--- src/rtl/regfile_param.sv ---
// regfile_param: parametrised register file with zero-register, optional write bypass and clear sweep.
module regfile_param #(
    parameter int XLEN = 32,
    parameter int NREG = 32,
    parameter int NREAD = 2,
    parameter int BYPASS = 1,
    parameter int ZERO_REG = 1,
    localparam int AW = $clog2(NREG)
) (
    input  logic               clk,
    input  logic               rst,
    input  logic               wen,
    input  logic [AW-1:0]      rd,
    input  logic [XLEN-1:0]    din,
    input  logic [NREAD*AW-1:0] raddr,
    output logic [NREAD*XLEN-1:0] rdata,
    input  logic               clear_req,
    output logic               ready
);
    typedef enum logic {CLEAR, RUN} state_t;
    state_t state, state_n;
    logic [AW-1:0] cnt, cnt_n;
    logic [XLEN-1:0] regs [NREG];
    logic last, wr_ok;
    assign last = cnt == AW'(NREG - 1);
    assign ready = state == RUN;
    assign wr_ok = state == RUN && wen && !clear_req && {1'b0, rd} < (AW + 1)'(NREG)
                   && !(ZERO_REG != 0 && rd == '0);
    always_comb begin
        state_n = state;
        cnt_n = cnt;
        if (state == CLEAR) begin
            state_n = (last && !clear_req) ? RUN : CLEAR;
            cnt_n = (last || clear_req) ? '0 : cnt + AW'(1);
        end else if (clear_req) begin
            state_n = CLEAR;
            cnt_n = '0;
        end
    end
    always_ff @(posedge clk) begin
        if (rst) begin
            state <= CLEAR;
            cnt <= '0;
        end else begin
            state <= state_n;
            cnt <= cnt_n;
        end
    end
    // Storage has no reset of its own; the sweep defines it before RUN.
    always_ff @(posedge clk) begin
        if (!rst) begin
            if (state == CLEAR) regs[cnt] <= '0;
            else if (wr_ok) regs[rd] <= din;
        end
    end
    for (genvar g = 0; g < NREAD; g++) begin : rp
        logic [AW-1:0] a;
        assign a = raddr[g*AW +: AW];
        assign rdata[g*XLEN +: XLEN] =
            (state != RUN || {1'b0, a} >= (AW + 1)'(NREG) || (ZERO_REG != 0 && a == '0)) ? '0 :
            (BYPASS != 0 && wen && a == rd) ? din : regs[a];
    end
endmodule
--- config.mk ---
export PLATFORM = sky130hd
export DESIGN_NAME = regfile_param
export DESIGN_NICKNAME = d
export VERILOG_FILES = /design/src/rtl/regfile_param.sv
export SDC_FILE = /design/constraint.sdc
export NUM_CORES = 1
export LEC_CHECK = 0
export ABC_AREA = 1
export CAP_MARGIN = 20
export CORE_MARGIN = 1
export CORE_UTILIZATION = 30
export DETAILED_ROUTE_END_ITERATION = 8
export PLACE_DENSITY = 0.44
export SLEW_MARGIN = 25
export SYNTH_ARGS = -nofsm -noshare
export SYNTH_HDL_FRONTEND = slang
export SYNTH_SLANG_ARGS = --single-unit
export TNS_END_PERCENT = 5
--- constraint.sdc ---
create_clock -name clk -period 2.8 [get_ports clk]
set_input_delay 0.28 -clock clk [delete_from_list [all_inputs] [get_ports clk]]
set_output_delay 0.28 -clock clk [all_outputs]
set_load 0.01 [all_outputs]
==> run metrics <==
DRT Wirelength=238 mm; number of optimization iterations in the first detailed-route pass=6; data arrival time of the critical path=2.73 ns; number of nets produced by synthesis=6880; pin count of the biggest net entering global routing=100; global-route usage over all layers=25.3%; remaining antenna violation count after routing=0; endpoint kind of the worst setup timing path=output pin; worst reg2reg setup slack=0.27 ns; sequential cell area fraction in the yosys report=55.9%; initial antenna violation count=8; Setup TNS Final=-0.750 ns; highest ir drop seen on vdd=652 µV; RSZ-0062 raised after global routing=yes; Worst R2R End=regs[30][14]; layout overhead on the synthesized area=23.2%; residual overflow from global routing=0; most used flip-flop cell after synthesis=edfxtp_1; Via Count=48.4k; Clock Sink Count=1030; Filler Cells Inserted=18.4k; fmax=333 MHz; Num CTS Buffers=131; Clock Skews=0.0231 ns; Port-buffer cells=115; slew at the pin with the worst max-slew slack=0.698 ns; cell taking the most area after synthesis=edfxtp_1; Post-synth top cells=2581 x nand2_1, 1024 x edfxtp_1, 1002 x nand3_1; Worst Hold Launch=clear_req; Initial Util=30.2%; instance area at placement=63600 µm²; basic-gate share of the synthesized area counting and, or, nand and nor cells=31.2%; post-detailed-route wirelength per cell=24.7 µm; combined flip-flop and latch cell area=30900 µm²; async set or reset register ratio after synthesis=0%; maximum level of the CTS H-tree=4; height of the chip=431 µm; Clk Latency, worst-skew pair=0.78 ns; placed wire-length estimate after detailed placement=148 mm; areal power density over the cells=548 nW/µm²; Site Rows=157; adder-cell area share of the yosys netlist=0.0453%; share of final-layout standard cells stronger than drive strength 1=10.7%; Vias/cell=5.01; CTS tree=done; final-stage net count=7152; Layout Cell Area excl Fill=68000 µm²; distinct cell type count after synthesis=28; first-pass GRT wire length=336 mm; worst hold margin=0.192 ns; Gate Count Post-Synth=6827; Critical Path RT=2.52 ns; combined area of all synthesized cells=55200 µm²; area share of xor/xnor cells in the synthesized design=0.0476%; min-delay worst type=input pin to flop; Synth area leaders=edfxtp_1 56%, nand2_1 18%, nand3_1 9.1%; area fraction in compound gates after synthesis=4.20%; warnings from Yosys=0; Hold Crit Depth=3; shortest clock period the worst path allows after layout=3.01 ns; worst hold endpoint=ready; count of final max-slew check failures=0; clock buffer depth=3; multiplexer fraction of the synthesized cell area=0%; result of the run=finished, violations left; number of flops mapped to enable cells by yosys=1024; crit-path max FO=2; Multi-input gate area=20100 µm²; type of the setup path with the least slack=flop to output pin; power consumption=37.3 mW; Max-slew headroom=53.5%; path depth of the worst reg2reg path=13; Worst Setup Start Kind=flop; RR Startpoint=ready; failing checks=setup timing; worst path setup slack after routing=-0.206 ns; per-instance average area after synthesis=8.09 µm²; count of routing violations after the opening detailed-route iteration=5021; Die Area=186000 µm²; core outline area=183000 µm²; max-cap violations=0; ports placed on the boundary=116; number of global-route vias before repair=45.6k; final-report hold violation count=0; DRC violation count after routing=0; Synth top area share=55.7%; number of endpoints failing setup at the final stage=7; fin crit share=107%; combinational family with the most area after synthesis=simple AND/OR/NAND/NOR gates; Synth Register Bits=1030; Static Leakage=30.0 nW; weighted congestion at the end of routability-driven global placement=0.903; clock tree root driver cell=clkbuf_16; horizontal die dimension=431 µm; clock slew at the register clock pins of the worst setup and hold paths=0.05 ns; most frequent cell after synthesis=nand2_1
==> state kept, by name, indices dropped and copies added, names as in the netlist <==
signal	cells
regs	1024
cnt	5
ready	1
==> layout make-up <==
cell class              count  share of cell area (%)
flip-flops and latches   1030                    45.4
multi-input cells        4662                    29.5
repair buffers            573                    10.7
clock buffers             169                    5.18
well taps                2464                    4.53
inverters                 701                    3.93
clock inverters            58                   0.778
diodes                      3                  0.0110
==> cells in the final DEF, fill, tap and decap left out, types with 4 or more instances in the layout <==
cell type	count
nand2_1	2563
edfxtp_1	1024
nand3_1	1001
inv_1	687
nor2_1	577
buf_4	248
o21ai_0	231
buf_12	199
clkbuf_16	136
a21oi_1	86
o211ai_1	78
clkdlybuf4s50_1	48
nor2_4	37
clkbuf_1	33
dlymetal6s2s_1	29
clkinv_1	23
nor2_2	22
dlygate4sd2_1	21
nand2_2	19
clkinv_2	15
buf_6	10
a21oi_2	8
inv_2	7
or2_2	7
bufinv_16	7
buf_8	7
o22ai_1	6
inv_6	6
buf_16	6
dfxtp_1	5
o21ai_1	4
o21ai_2	4
nand3_2	4
==> power by group <==
group / leakage [nW] / total [mW] / switching, mW / internal [mW]
registers: 7.94 / 16.8 / 0.0269 / 16.8
clock network: 1.97 / 16.5 / 6.94 / 9.53
logic: 20.1 / 4.01 / 2.70 / 1.32
total: 30.0 / 37.3 / 9.66 / 27.6
==> metrics by stage <==
step,setup slack [ns],instances,utilization (%)
2_1_floorplan,-0.344,6827,-
3_3_place_gp,-0.549,9427,34.8
3_5_place_dp,-0.502,9427,34.8
4_1_cts,-0.214,9655,37.1
5_1_grt,-0.306,9658,37.2
6_report,-0.206,9660,37.2
==> worst max path at each step <==
stage | end | from | slack, ns | depth (start not counted)
finish | rdata[15] | regs[24][15] | -0.21 | 9
global route | rdata[14] | regs[6][14] | -0.31 | 9
global placement | rdata[1] | rd[0] | -0.55 | 7
CTS | rdata[34] | regs[26][2] | -0.21 | 10
floorplan | regs[15][0] | ready | -0.34 | 11
detailed placement | rdata[48] | raddr[7] | -0.50 | 12
==> layer usage <==
layer	up-vias	global-route usage (%)	share of wire [%]
met5	-	0	0.0055
met4	2	12.1	5.1
met3	431	3.29	6.4
met2	1949	42.0	47
met1	23400	32.5	41
li1	22700	-	-
==> timing repair <==
item / CTS / global route
gates resized for setup: 79 / 58
gates cloned: 1 / 0
setup buffers: 0 / 2
endpoints found under the setup margin: 64 / 51
hold buffers: 0 / 0
pin swaps: 1 / 2
==> worst max-delay path, cell delays in order (launching register included) <==
cell and delay [ns]:
edfxtp_1 0.35, nand2_1 0.06, nand3_1 0.08, nand2_1 0.06, nor2_1 0.09, nand2_1 0.06, nand3_1 0.14, nand2_1 0.22
a21oi_4 0.30, clkdlybuf4s50_1 0.59
==> logic make-up (layout without fill, tap and decap cells) <==
kind of cell,count (synthesis),after routing
buffers and inverters,1135,1501
and+or+nand+nor,4237,4237
other,0,3
AOI/OAI and AO/OA,420,420
adders and majority gates,2,2
xor gates and xnor gates,3,3
DFF,1030,1030
(Power assumes the default switching activity.)
